$ cat src/rtl/zed64_pkg.sv
// Shared definitions for the zed64 video subsystem.
// Holds the blitter state encoding, the VRAM geometry defaults and the text-mode row pitch.
// Contents: blt_state_t (BLT_IDLE..BLT_FIN), VRAM_AW, VRAM_DW, TEXT_COLS.
package zed64_pkg;

  localparam int VRAM_AW   = 16;
  localparam int VRAM_DW   = 8;
  localparam int TEXT_COLS = 40;

  typedef enum logic [2:0] {
    BLT_IDLE  = 3'd0,
    BLT_FILL  = 3'd1,
    BLT_CP_RD = 3'd2,
    BLT_CP_WR = 3'd3,
    BLT_FIN   = 3'd4
  } blt_state_t;

endpackage

$ cat src/rtl/vram_addr_gen.sv
// Rectangle address walker: row base plus column counter, wrapping modulo 2^AW.
// Latency: addr is a register; addr_nxt is the value addr takes after a step.
// Backpressure: none; advances only when step is high, reloads on load.
// Ports: load/base/stride/width latch a new rectangle; step advances one byte;
//        addr = current byte, col_last = current byte ends its row,
//        row_last = this step crosses to the next row.
module vram_addr_gen
  import zed64_pkg::*;
#(
  parameter int AW = VRAM_AW
) (
  input  logic          cpu_clk,
  input  logic          reset_n,
  input  logic          load,
  input  logic [AW-1:0] base,
  input  logic [AW-1:0] stride,
  input  logic [7:0]    width,
  input  logic          step,
  output logic [AW-1:0] addr,
  output logic [AW-1:0] addr_nxt,
  output logic          col_last,
  output logic          row_last
);

  logic [AW-1:0] row_base_q;
  logic [AW-1:0] stride_q;
  logic [7:0]    width_q;
  logic [7:0]    col_q;

  assign col_last = (col_q == width_q - 8'd1);
  assign row_last = step && col_last;
  // Next row starts at row base + stride, not at addr + 1, so pitch != width works.
  assign addr_nxt = col_last ? row_base_q + stride_q : addr + AW'(1);

  always_ff @(posedge cpu_clk or negedge reset_n) begin
    if (!reset_n) begin
      row_base_q <= '0;
      stride_q   <= '0;
      width_q    <= '0;
      col_q      <= '0;
      addr       <= '0;
    end else if (load) begin
      row_base_q <= base;
      stride_q   <= stride;
      width_q    <= width;
      col_q      <= '0;
      addr       <= base;
    end else if (step) begin
      if (col_last) begin
        row_base_q <= row_base_q + stride_q;
        col_q      <= '0;
      end else begin
        col_q <= col_q + 8'd1;
      end
      addr <= addr_nxt;
    end
  end

endmodule

$ cat src/rtl/vram_blit.sv
// VRAM rectangle fill/copy engine driving dpram port A.
// Latency: first access one cycle after accept; fill 1 byte/cycle, copy 1 byte/2 cycles.
// Backpressure: none; cmd_start is ignored unless idle, busy flags ownership of port A.
// Ports: cmd_* = command (sampled on accepted cmd_start); mem_* = port A;
//        busy = engine owns port A; done = one-cycle completion pulse.
module vram_blit
  import zed64_pkg::*;
#(
  parameter int AW = VRAM_AW,
  parameter int DW = VRAM_DW
) (
  input  logic          cpu_clk,
  input  logic          reset_n,
  input  logic          cmd_start,
  input  logic          cmd_copy,
  input  logic [AW-1:0] cmd_dst,
  input  logic [AW-1:0] cmd_src,
  input  logic [7:0]    cmd_width,
  input  logic [7:0]    cmd_height,
  input  logic [AW-1:0] cmd_stride,
  input  logic [DW-1:0] cmd_value,
  output logic [AW-1:0] mem_addr,
  output logic          mem_wena,
  output logic [DW-1:0] mem_wdata,
  input  logic [DW-1:0] mem_rdata,
  output logic          busy,
  output logic          done
);

  blt_state_t    state_q, state_d;
  logic [7:0]    height_q, row_q;
  logic [DW-1:0] wdata_q;

  logic [AW-1:0] addr_d;
  logic          wena_d, busy_d, done_d;
  logic          dst_load, src_load, dst_step, src_step;

  logic [AW-1:0] dst_addr, dst_addr_nxt, src_addr, src_addr_nxt;
  logic          dst_col_last, dst_row_last, src_col_last, src_row_last;
  logic          last_byte;
  logic          src_flags_unused;

  vram_addr_gen #(.AW(AW)) u_dst (
    .cpu_clk  (cpu_clk),
    .reset_n  (reset_n),
    .load     (dst_load),
    .base     (cmd_dst),
    .stride   (cmd_stride),
    .width    (cmd_width),
    .step     (dst_step),
    .addr     (dst_addr),
    .addr_nxt (dst_addr_nxt),
    .col_last (dst_col_last),
    .row_last (dst_row_last)
  );

  vram_addr_gen #(.AW(AW)) u_src (
    .cpu_clk  (cpu_clk),
    .reset_n  (reset_n),
    .load     (src_load),
    .base     (cmd_src),
    .stride   (cmd_stride),
    .width    (cmd_width),
    .step     (src_step),
    .addr     (src_addr),
    .addr_nxt (src_addr_nxt),
    .col_last (src_col_last),
    .row_last (src_row_last)
  );

  // Source walker shares the destination geometry; its end flags are redundant.
  assign src_flags_unused = ^{src_addr_nxt, src_col_last, src_row_last};

  // The destination walker always points at the byte being written this cycle.
  assign last_byte = dst_col_last && (row_q == height_q - 8'd1);

  // Copy data is forwarded straight from the read port: the byte read in CP_RD
  // arrives during CP_WR, and a register stage would cost a third cycle per byte.
  assign mem_wdata = (state_q == BLT_CP_WR) ? mem_rdata : wdata_q;

  always_comb begin
    state_d  = state_q;
    addr_d   = mem_addr;
    wena_d   = 1'b0;
    busy_d   = 1'b0;
    done_d   = 1'b0;
    dst_load = 1'b0;
    src_load = 1'b0;
    dst_step = 1'b0;
    src_step = 1'b0;
    // Outputs are registered, so each branch computes what the bus shows next cycle.
    case (state_q)
      BLT_IDLE: begin
        if (cmd_start) begin
          dst_load = 1'b1;
          src_load = 1'b1;
          busy_d   = 1'b1;
          if (cmd_width == 8'd0 || cmd_height == 8'd0) begin
            state_d = BLT_FIN;
            done_d  = 1'b1;
          end else if (cmd_copy) begin
            state_d = BLT_CP_RD;
            addr_d  = cmd_src;
          end else begin
            state_d = BLT_FILL;
            addr_d  = cmd_dst;
            wena_d  = 1'b1;
          end
        end
      end
      BLT_FILL: begin
        dst_step = 1'b1;
        busy_d   = 1'b1;
        if (last_byte) begin
          state_d = BLT_FIN;
          done_d  = 1'b1;
        end else begin
          addr_d = dst_addr_nxt;
          wena_d = 1'b1;
        end
      end
      BLT_CP_RD: begin
        src_step = 1'b1;
        busy_d   = 1'b1;
        state_d  = BLT_CP_WR;
        addr_d   = dst_addr;
        wena_d   = 1'b1;
      end
      BLT_CP_WR: begin
        dst_step = 1'b1;
        busy_d   = 1'b1;
        if (last_byte) begin
          state_d = BLT_FIN;
          done_d  = 1'b1;
        end else begin
          state_d = BLT_CP_RD;
          addr_d  = src_addr;  // already advanced during CP_RD
        end
      end
      BLT_FIN: begin
        state_d = BLT_IDLE;
      end
      default: begin
        state_d = BLT_IDLE;
      end
    endcase
  end

  always_ff @(posedge cpu_clk or negedge reset_n) begin
    if (!reset_n) begin
      state_q <= BLT_IDLE;
    end else begin
      state_q <= state_d;
    end
  end

  always_ff @(posedge cpu_clk or negedge reset_n) begin
    if (!reset_n) begin
      mem_addr <= '0;
      mem_wena <= 1'b0;
      busy     <= 1'b0;
      done     <= 1'b0;
      wdata_q  <= '0;
      height_q <= '0;
      row_q    <= '0;
    end else begin
      mem_addr <= addr_d;
      mem_wena <= wena_d;
      busy     <= busy_d;
      done     <= done_d;
      if (dst_load) begin
        wdata_q  <= cmd_value;
        height_q <= cmd_height;
        row_q    <= '0;
      end else if (dst_row_last) begin
        row_q <= row_q + 8'd1;
      end
    end
  end

endmodule

$ cat config.mk
export PLATFORM = sky130hd
export DESIGN_NAME = vram_blit
export DESIGN_NICKNAME = d
export VERILOG_FILES = /design/src/rtl/zed64_pkg.sv /design/src/rtl/vram_addr_gen.sv /design/src/rtl/vram_blit.sv
export SDC_FILE = /design/constraint.sdc
export NUM_CORES = 1
export LEC_CHECK = 0
export BUFFER_PORTS_ARGS = -buffer_cell sky130_fd_sc_hd__buf_2
export CORE_AREA = 3 3 109 216
export CTS_CLUSTER_SIZE = 12
export DETAILED_ROUTE_END_ITERATION = 10
export DIE_AREA = 0 0 112 219
export PLACE_DENSITY = 0.72
export SLEW_MARGIN = 0
export SYNTH_ARGS = -nofsm -noshare
export SYNTH_HDL_FRONTEND = slang
export SYNTH_SLANG_ARGS = --single-unit
$ cat constraint.sdc
create_clock -name cpu_clk -period 8.8 [get_ports cpu_clk]
set_input_delay 1.76 -clock cpu_clk [delete_from_list [all_inputs] [get_ports cpu_clk]]
set_output_delay 1.76 -clock cpu_clk [all_outputs]
set_load 0.1 [all_outputs]
# Word-level counts from Yosys, hierarchy flattened
# Index checks and enable logic that the tools add are counted.
# word_totals
out_inout_bits	27
wordCells	101
input_bits	84
register_bits	150
# op_classes
eq_ne	11
n_reduce_logical	18
addsub	9
mux	47
# op_table
cell	count
2-to-1 mux 16 bit	17
2-to-1 mux 8 bit	9
case mux 16 bit (4 select lines)	1
adder 16 x 1 -> 16 bit (second input constant)	2
adder 16 bit	2
adder 8 x 1 -> 8 bit (second input constant)	3
== test 8 bit	3
logical NOT 8 bit	2
subtractor 8 x 1 -> 8 bit (second input constant)	2
2-to-1 mux 3 bit	4
case mux 3 bit (4 select lines)	1
2-to-1 mux 1 bit	11
!= test 2 bit (second input constant)	5
nonzero test 2 bit	5
== test 3 x 2 -> 1 bit (second input constant)	2
AND reduction 2 bit	3
AND reduction 5 bit	1
case mux 1 bit (2 select lines)	2
nonzero test 4 bit	1
== test 3 x 1 -> 1 bit (second input constant)	1
logical NOT 3 bit	1
case mux 1 bit (3 select lines)	1
OR reduction 3 bit	1
logical AND 1 bit	2
3 further kinds	3

# Depth between registers and ports, before layout
# Gate-level depths: netlist (run 1).
# logic_depth
word_depth	6
mapped_depth	12
mapped_depth_nobuf	11

# Cells and area by module
# From an unflattened synthesis (run 1), not the netlist that was laid out.
# hier_totals
cells_unflattened	1159
area_unflattened_um2	11140.7
# by_module_without_submodules
mod	area_per_inst_um2	seq_area_each_um2	instances	cells_per_inst
vram_addr_gen at u_src	4276.6	1601.5	1	471
vram_addr_gen at u_dst	4031.4	1601.5	1	426
vram_blit	2832.7	1151.1	1	262

# Worst setup path before layout (run 1)
# OpenSTA, ideal clock, no wires.
# synth_timing
kind	input-to-output
startpoint	in mem_rdata[0]
endpoint	out mem_wdata[0]
cell_stages	1
path_slack_ns	4.809
n_path_buf	0
t_required_ns	7.040
arrival_ns	2.231
path_cell_list	mux2_2
# synth_between
elab_chain_len	1
# synth_lines
element	line_no	rtl
start: declaration	vram_blit.sv:25	input logic [DW-1:0] mem_rdata,
2-to-1 mux 8 bit	vram_blit.sv:79	assign mem_wdata = (state_q == BLT_CP_WR) ? mem_rdata : wdata_q;
end: declaration	vram_blit.sv:24	output logic [DW-1:0] mem_wdata,
# Every way passes these cells.

# Final worst setup path (run 1)
# layout_timing
startpoint	reg state_q[0]
endpoint	out mem_wdata[1]
# layout_between
elab_chain_len	2
# layout_lines
element	line_no	rtl
start: declaration	vram_blit.sv:30	blt_state_t state_q, state_d;
start signal: assignment	vram_blit.sv:153	state_q <= state_d;
== test 3 x 2 -> 1 bit	vram_blit.sv:79	
2-to-1 mux 8 bit	vram_blit.sv:79	
# Every way passes these cells.

==> results of run 1 <==
[registers in the layout, summed over array words and instances (netlist names), 3 cells and up]
signal / count
u_dst.addr: 16
u_src.stride_q: 16
u_src.width_q: 8
u_dst.col_q: 8
mem_addr: 16
wdata_q: 8
u_src.row_base_q: 16
row_q: 8
state_q: 3
height_q: 8
u_dst.row_base_q: 16
u_src.addr: 16
u_src.col_q: 8
[cells in the mapped netlist, types with 6 or more instances]
cell type	number
a22oi_1	30
o31ai_1	8
mux2_1	8
xnor2_1	46
o22ai_1	7
o21a_1	7
inv_1	21
a221o_1	6
a221oi_1	6
and3_1	16
xor2_1	35
nand2_1	218
nand4_1	8
o211ai_1	13
a211oi_1	17
or3_1	6
nand3_1	31
mux2_2	14
o21ai_1	25
buf_2	7
nand2b_1	14
a31oi_1	8
ha_1	37
a21oi_1	48
dfrtp_1	150
and2_1	7
nor2b_1	19
mux2i_1	31
o21ai_0	60
a21o_1	10
nor3_1	20
clkbuf_1	43
nor2_1	91
[stage by stage]
stage          hold WS, ns  setup slack (ns)  util (%)  std cells
3_5_place_dp         0.466              4.65      48.2       1491
4_1_cts              0.482              4.46      50.9       1522
5_1_grt              0.503              4.30      50.9       1523
2_1_floorplan        0.440              4.81         -       1147
3_3_place_gp         0.460              4.65      48.2       1491
6_report             0.479              4.46      50.9       1523
[cell families after synthesis]
kind of cell | Yosys count
adders and majority gates | 39
buffers and inverters | 76
DFF | 150
and+or+nand+nor | 463
muxes | 53
xor gates and xnor gates | 84
AOI/OAI and AO/OA | 282
[layout make-up]
type                       count  area (µm²)  area share (%)
antenna                        1        2.50          0.0223
clock buffer                  23         478            4.25
clock inverter                 8         123            1.09
inverter                      21        78.8           0.701
multi-input combinational    921        5800            51.6
sequential                   150        3750            33.4
tap                          276         345            3.07
timing repair buffer         123         654            5.82
[final timing paths]
path                       depth (start not counted)                    to  slack, ns
max                                                7          mem_wdata[1]       4.46
min                                                1           mem_addr[6]       0.48
max in group asynchronous                          2  u_dst.row_base_q[15]       6.00
min reg2reg                                        1           mem_addr[6]       0.48
max reg2reg                                        9           mem_addr[8]       4.84
min in group asynchronous                          1              mem_wena       1.37
[power by group]
group | internal, W | switching (W) | total (W)
sequential | 0.000987 | 0.000320 | 0.00131
clock | 0.000466 | 0.000294 | 0.000760
combinational | 0.00102 | 0.00183 | 0.00285
[layer usage]
metal,wire length [µm],global-route usage (%)
met4,1200,11.4
met2,15500,44.2
met1,11200,27.2
met5,0,0
met3,1290,3.95
==> impl_metrics.ini, run 1 <==
[outcome]
status = completed

[cts]
tritoncts = yes
cts.htree.levels = 4
cts_sinks = 150
cts.root.buffer_cell = clkbuf_16
post-cts-setup-buffer-count = 0
clk_transition_reported_paths_ns = 0.06
clock_latency_at_the_later_pin_of_the_worst_skew_pair_ns = 0.44
cts.path.max_buffers = 2
tritoncts_buffer_count = 17
cts_hold_buf = 0
cts-resized-gates = 0

[worst_setup_path]
critPathMaxFanout = 28
cp-startpoint = state_q[0]
critPathTopFamily = buffers and inverters
critical-path-max-stage-delay_ns = 0.42
cp_data_required_time_ns = 7.04
timing.critical_path.arrival_ns = 2.58
critPathMostFrequentCell = buf_4
critical_path.cell_chain = buf_4, inv_1, nor2_1, buf_4, nand2_1, mux2_2, buf_2
worstPathBufferInverterCount = 4
worst_setup_path_start_kind = register
worst_path_max_delay_cell = buf_2
crit-reg2reg-launch = u_src.width_q[0]
setup.worst_path.class = reg2out
worst_setup_path_end_kind = output pin

[finish]
layout.cells.most_common_list = 217 x nand2_1, 150 x dfrtp_1, 109 x buf_2, 91 x nor2_1, 60 x o21ai_0
finish.instance_area_mm2 = 0.0112
fin_nets = 1357
mostFrequentLayoutCell = nand2_1
drive_above_1_share_pct = 14.3
final.fill_count = 2073
area_delta_synth_final_pct = 14.1

[detailed_routing]
antenna_violating_nets_post_route = 0
vias = 8980
dr_iter_0_viols = 592
route.detailed.vias_per_inst = 5.90
drt_total_wl_um = 29200
dr_wl_cell_um = 19.2
drcViolationCount = 0
dr.pass1.iters = 5

[timing]
finalWorstPathRequiredPeriod_ns = 4.34
fin_skew_ns = 0.00966
relSlewSlack_pct = 20.7
tightestPinTransition_ns = 1.18
min_period_over_period_pct = 49.3
finalSetupViolations = 0
rsz0062_at_grt = false
final_layout_setup_total_negative_slack_ns = 0
final-max-slew-violation-count = 0
final-hold-violation-count = 0
timing.fmax_mhz = 231

[placement]
placement.cell_area_mm2 = 0.0106
routabilityCongestion = 0.958
portBuffers = 110
place_hpwl_um = 21900

[pwr]
p_per_area_mw_per_mm2 = 438
totalPowerFinal_w = 0.00492
power.static_leakage_nw = 5.15
worst_ir_drop_vdd_uv = 557

[synth]
synth_nets = 1270
synthesis.area_per_instance_um2 = 8.58
post_synth_and_or_nand_nor_area_fraction_pct = 21.5
yosys.area_share.adder_pct = 5.11
ys_ff_latch = 150
syn-instance-count = 1147
synth_xor_xnor_area_share_pct = 7.90
netlist-cell-type-count = 72
part_of_the_yosys_area_used_for_sequential_elements_pct = 38.1
yosys-top-cells-area = dfrtp_1 38%, nand2_1 8.3%, ha_1 4.7%
post_synthesis_compound_gate_area_fraction_pct = 18.7
leading_area_contributor_after_synthesis = dfrtp_1
mappedNetlistArea_mm2 = 0.00985
muxShareOfSynthArea_pct = 5.67
synth_enable_flop_cells = 0
async_flop_share_pct = 100
synth_top_family_by_area = simple AND/OR/NAND/NOR gates
yosys_warnings = 0
synth_top_area_share_pct = 38.1
dominantRegCellSynth = dfrtp_1

[floorplan]
fp-row-count = 77
floorplan.die.height_um = 219
die_area_mm2 = 0.0245
top_level_ports = 111
design.core.area_mm2 = 0.0221
horiz_die_dim_um = 112
initial_utilization_pct = 44.6

[hold_path]
class_of_the_most_critical_hold_timing_path = reg2reg
holdCritStartpoint = mem_addr[6]

[grt]
grt_pass1_wl_um = 47100
grt_use_total_pct = 24.2
via_count_of_the_first_global_routing_pass = 9003
initial_antenna_violation_count = 1
grt_overflow = 0
grt_start_max_net_pins = 83

[flow_run]
cap_viol_max_count = 0
No activity file was read; power rests on OpenSTA's default activity.
==> run 2, diff against run 1 <==
clock period = 4.2 ns   (was 8.8 ns; I/O delays follow)
==> run 2 against run 1 <==
Effect of this change: die area unchanged; global-route usage up 1.1 points; hold slack worse by 0.0040 ns; core utilization about the same; critical path type is now reg2reg; count of clock-buffer cells in the layout down 1; sequential power up 110%; highest routed layer unchanged; register-to-register slack worse by 3.9 ns; wire length up 4.2%; clock power up 100%; non-clock buffer count up 4; cell count up 0.13%.
==> impl_metrics.ini, run 2 (synthesis gave the netlist of run 1 again) <==
[finish]
number_of_diodes_added_for_antenna_fixing = 0
fin_nets = 1361
area_delta_synth_final_pct = 14.2
mostFrequentLayoutCell = nand2_1
layout.area.seq_mm2 = 0.00375
final.fill_count = 2105
multiInputGateArea_mm2 = 0.00580
layout.cells.most_common_list = 217 x nand2_1, 150 x dfrtp_1, 109 x buf_2, 91 x nor2_1, 60 x o21ai_0
drive_above_1_share_pct = 14.5

[detailed_routing]
drt_total_wl_um = 30400
dr_wl_cell_um = 20.0
antenna_violating_nets_post_route = 0
dr.pass1.iters = 6
dr_iter_0_viols = 571
route.detailed.vias_per_inst = 5.95
vias = 9073
drcViolationCount = 0

[cts]
clock_latency_at_the_later_pin_of_the_worst_skew_pair_ns = 0.45
tritoncts_buffer_count = 17
cts_hold_buf = 0
cts.root.buffer_cell = clkbuf_16
clk_transition_reported_paths_ns = 0.06
cts.htree.levels = 4
cts.path.max_buffers = 2
tritoncts = yes
cts_sinks = 150
post-cts-setup-buffer-count = 0
cts-resized-gates = 0

[timing]
relSlewSlack_pct = 40.6
tightestPinTransition_ns = 0.890
final-max-slew-violation-count = 0
timing.fmax_mhz = 303
final-hold-violation-count = 0
rsz0062_at_grt = false
finalWorstSetupSlack_ns = 0.899
final_layout_setup_total_negative_slack_ns = 0
finalWorstPathRequiredPeriod_ns = 3.30
min_period_over_period_pct = 78.6
finalSetupViolations = 0
fin_skew_ns = 0.00921

[flow_run]
cap_viol_max_count = 0

[grt]
via_count_of_the_first_global_routing_pass = 9341
grt_use_total_pct = 25.3
grt_pass1_wl_um = 48700
initial_antenna_violation_count = 0
grt_start_max_net_pins = 93
grt_overflow = 0

[floorplan]
design.core.area_mm2 = 0.0221
die_area_mm2 = 0.0245
top_level_ports = 111
floorplan.die.height_um = 219
horiz_die_dim_um = 112
fp-row-count = 77
initial_utilization_pct = 44.6

[worst_setup_path]
critical_path.cell_chain = nor2b_1, nand2_1, buf_4, or4_1, or4_1, a22oi_1, nor2_1, nand3_1
worstPathBufferInverterCount = 1
critPathTopFamily = simple AND/OR/NAND/NOR gates
worst_setup_path_start_kind = register
worst_setup_path_end_kind = register
critical-path-max-stage-delay_ns = 0.72
timing.critical_path.arrival_ns = 3.68
worst_path_max_delay_cell = or4_1
critPathMostFrequentCell = or4_1
critPathMaxFanout = 19
rrSetupSlack_ns = 0.90
cp_data_required_time_ns = 4.58
setup.worst_path.class = reg2reg

[pwr]
p_sw_w = 0.00518
sw_frac_of_total_pct = 50.3
p_seq_share_pct = 26.9
combinational_group_share_of_total_power_pct = 58.4
power.internal_w = 0.00512
power.static_leakage_nw = 5.16
worst_ir_drop_vdd_uv = 972
p_per_area_mw_per_mm2 = 916
power.share.clock_pct = 14.7
totalPowerFinal_w = 0.0103

[outcome]
status = completed

[placement]
routabilityCongestion = 0.941
portBuffers = 110
post-place-ws_ns = 0.919
place_hpwl_um = 23000

[hold_path]
class_of_the_most_critical_hold_timing_path = reg2reg
==> run 2: cell types whose count changed in the layout (fill, tap and decap cells not counted), sizes merged <==
cell / before / now
clkbuf: 23 / 22
buf: 123 / 127
clkinv: 2 / 3
diode: 1 / 0
bufinv: 3 / 2
==> run 2: cell type report <==
class                           count  share of cell area (%)
Multi-Input combinational cell    921                    51.6
Tap cell                          276                    3.07
Clock inverter                      8                   0.901
Inverter                           21                   0.701
Clock buffer                       22                    4.13
Sequential cell                   150                    33.4
Timing Repair Buffer              127                    6.20
==> run 2: metal layers <==
layer	GRT usage [%]	share of wire, %	routed length, µm	vias up
met3	4.44	4.5	1360	92
met1	28.0	38	11500	4433
met4	14.4	5.1	1570	0
met5	0	0	0	-
met2	45.1	53	16000	286
li1	-	-	-	4262
==> run 2: through the flow <==
| stage | hold slack [ns] | cell area, µm² | instances | util, % |
|---|---|---|---|---|
| final | 0.475 | 11200 | 1525 | 51.0 |
| after detailed placement | 0.462 | 10700 | 1495 | 48.4 |
| after CTS | 0.473 | 11200 | 1525 | 51.0 |
| after floorplan | 0.440 | 9850 | 1147 | - |
| after global placement | 0.455 | 10700 | 1495 | 48.4 |
| after global routing | 0.506 | 11200 | 1525 | 51.0 |
==> run 2: power groups by stage <==
| stage | registers (W) | logic, W | clock network (W) |
|---|---|---|---|
| after CTS | 0.00275 | 0.00599 | 0.00154 |
| after detailed placement | 0.00276 | 0.00596 | 0 |
| after global placement | 0.00275 | 0.00587 | 0 |
| after floorplan | 0.00311 | 0.00416 | 0 |
| after global routing | 0.00285 | 0.00660 | 0.00159 |
| final | 0.00277 | 0.00601 | 0.00152 |
==> run 2: worst paths after layout <==
kind	depth (start not counted)	start	to
worst max-delay path	8	state_q[1]	u_src.row_base_q[15]
worst min-delay path	2	wdata_q[2]	wdata_q[2]
worst max register to register	8	state_q[1]	u_src.row_base_q[15]
worst min register to register	2	wdata_q[2]	wdata_q[2]
max in group asynchronous	2	reset_n	u_src.stride_q[11]
min in group asynchronous	1	reset_n	u_src.width_q[4]
==> run 2: worst min-delay path, stage by stage, from the launching register on <==
cell     delay, ns
dfrtp_1       0.34
nand2_1       0.05
nand2_1       0.05
==> run 3, diff against run 2 <==
PLACE_DENSITY = 0.75   (was 0.72)
clock period = 2.77 ns   (was 4.2 ns; I/O delays follow)
==> run 3 against run 2 <==
Effect of this change: worst setup slack lost 0.85 ns; clock power grew 52%; first-iteration DRC count grew 7.0%; non-clock buffer count grew 59; final area grew 7.2%; die area is the same; highest routed layer unchanged; maximum frequency grew 21%; flip-flop and latch count is the same; hold slack lost 0.40 ns.
==> impl_metrics.ini, run 3 (synthesis gave the netlist of run 1 again) <==
[outcome]
status = completed

[hold_path]
class_of_the_most_critical_hold_timing_path = in2async

[floorplan]
initial_utilization_pct = 44.6
top_level_ports = 111
fp-row-count = 77
die_area_mm2 = 0.0245
horiz_die_dim_um = 112
floorplan.die.height_um = 219
design.core.area_mm2 = 0.0221

[pwr]
totalPowerFinal_w = 0.0169
worst_ir_drop_vdd_uv = 1110
combinational_group_share_of_total_power_pct = 61.7
p_sw_w = 0.00820
power.share.clock_pct = 13.7
power.static_leakage_nw = 5.55
sw_frac_of_total_pct = 48.6
p_seq_share_pct = 24.6
p_per_area_mw_per_mm2 = 1400
power.internal_w = 0.00867

[timing]
finalSetupViolations = 0
relSlewSlack_pct = 38.6
fin_skew_ns = 0.00954
min_period_over_period_pct = 98.2
timing.fmax_mhz = 368
finalWorstPathRequiredPeriod_ns = 2.72
rsz0062_at_grt = true
tightestPinTransition_ns = 0.917
final-hold-violation-count = 0
final-max-slew-violation-count = 0

[detailed_routing]
antenna_violating_nets_post_route = 0
drt_total_wl_um = 30100
dr_iter_0_viols = 611
dr.pass1.iters = 6
dr_wl_cell_um = 19.0
drcViolationCount = 0
vias = 9318
route.detailed.vias_per_inst = 5.88

[finish]
drive_above_1_share_pct = 20.9
layout.cells.most_common_list = 217 x nand2_1, 149 x dfrtp_1, 101 x buf_2, 91 x nor2_1, 70 x buf_4
area_delta_synth_final_pct = 22.4
finish.instance_area_mm2 = 0.0121
number_of_diodes_added_for_antenna_fixing = 0
mostFrequentLayoutCell = nand2_1
fin_nets = 1420
post_layout_nonfiller_instances = 1585

[cts]
cts_hold_buf = 0
cts_sinks = 150
cts.path.max_buffers = 2
clk_transition_reported_paths_ns = 0.06
cts.htree.levels = 4
tritoncts = yes
cts.root.buffer_cell = clkbuf_16
clock_latency_at_the_later_pin_of_the_worst_skew_pair_ns = 0.44
tritoncts_buffer_count = 17

[worst_setup_path]
worst_setup_path_end_kind = register
cp_data_required_time_ns = 3.09
worst_setup_path_start_kind = register
critPathMaxFanout = 4
timing.critical_path.arrival_ns = 3.04
setup.worst_path.class = reg2reg
rr_worst_depth = 12
crit-reg2reg-launch = u_src.stride_q[0]
r2r-end = mem_addr[8]
rrSetupSlack_ns = 0.05

[grt]
initial_antenna_violation_count = 0
grt_use_total_pct = 24.5
grt_start_max_net_pins = 58
via_count_of_the_first_global_routing_pass = 9397
grt_pass1_wl_um = 47600
grt_overflow = 0

[placement]
portBuffers = 110
placedCellCount = 1546
placement.cell_area_mm2 = 0.0113
place_hpwl_um = 23300
routabilityCongestion = 0.988

[flow_run]
cap_viol_max_count = 0
## run 3: power groups by stage
stage | sequential, W | clock (W) | combinational, W
2_1_floorplan | 0.00472 | 0 | 0.00636
3_3_place_gp | 0.00411 | 0 | 0.00969
3_5_place_dp | 0.00412 | 0 | 0.00989
4_1_cts | 0.00411 | 0.00234 | 0.00997
5_1_grt | 0.00426 | 0.00242 | 0.0113
6_report | 0.00415 | 0.00231 | 0.0104
## run 3: worst max-delay path by stage
stage                       from                    to  slack (ns)
2_1_floorplan   u_src.width_q[0]  u_src.row_base_q[15]        0.01
3_3_place_gp   u_src.stride_q[0]  u_src.row_base_q[12]        0.02
3_5_place_dp   u_src.stride_q[0]          mem_addr[12]       -0.02
4_1_cts        u_src.stride_q[0]          mem_addr[10]       0.006
5_1_grt        u_src.stride_q[0]          mem_addr[12]        -0.1
6_report       u_src.stride_q[0]           mem_addr[8]        0.05
## run 3: area by class of cell
type / instances / area [µm²]
inverter: 21 / 78.8
sequential: 150 / 3750
clock buffer: 21 / 450
timing repair buffer: 186 / 1310
clock inverter: 10 / 124
fill: 2030 / 10000
tap: 276 / 345
multi-input combinational: 921 / 5990
## run 3: per-layer routing
metal | GRT usage (%) | vias to the layer above | wire length, µm
li1 | - | 4389 | -
met4 | 12.2 | 0 | 1470
met1 | 27.2 | 4499 | 11400
met2 | 43.8 | 341 | 15600
met3 | 5.19 | 89 | 1640
met5 | 0 | - | 0
## run 3: what timing repair did
item | in CTS | in global routing
pin swaps | 0 | 13
endpoints found under the setup margin | 15 | 37
buffers inserted | 0 | 8
resized for setup | 4 | 30
## run 3: worst max-delay path: stages (launching register included)
cell and delay [ns]:
dfrtp_1 0.43, ha_4 0.18, inv_2 0.05, fa_2 0.21, nor2b_1 0.06, o31a_1 0.31, o41ai_2 0.32, buf_4 0.20
o21bai_2 0.08, xor2_1 0.19, mux2i_1 0.23, a21oi_2 0.09, mux2_4 0.26
## run 3: metrics by stage
stage	hold slack [ns]	TNS (ns)	setup slack, ns	util (%)
6_report	0.0766	0	0.0509	54.6
5_1_grt	0.113	-0.298	-0.0965	54.6
4_1_cts	0.0862	0	0.00645	53.8
3_5_place_dp	0.462	-0.0473	-0.0231	51.0
3_3_place_gp	0.460	0	0.0199	51.0
2_1_floorplan	0.258	0	0.0104	-
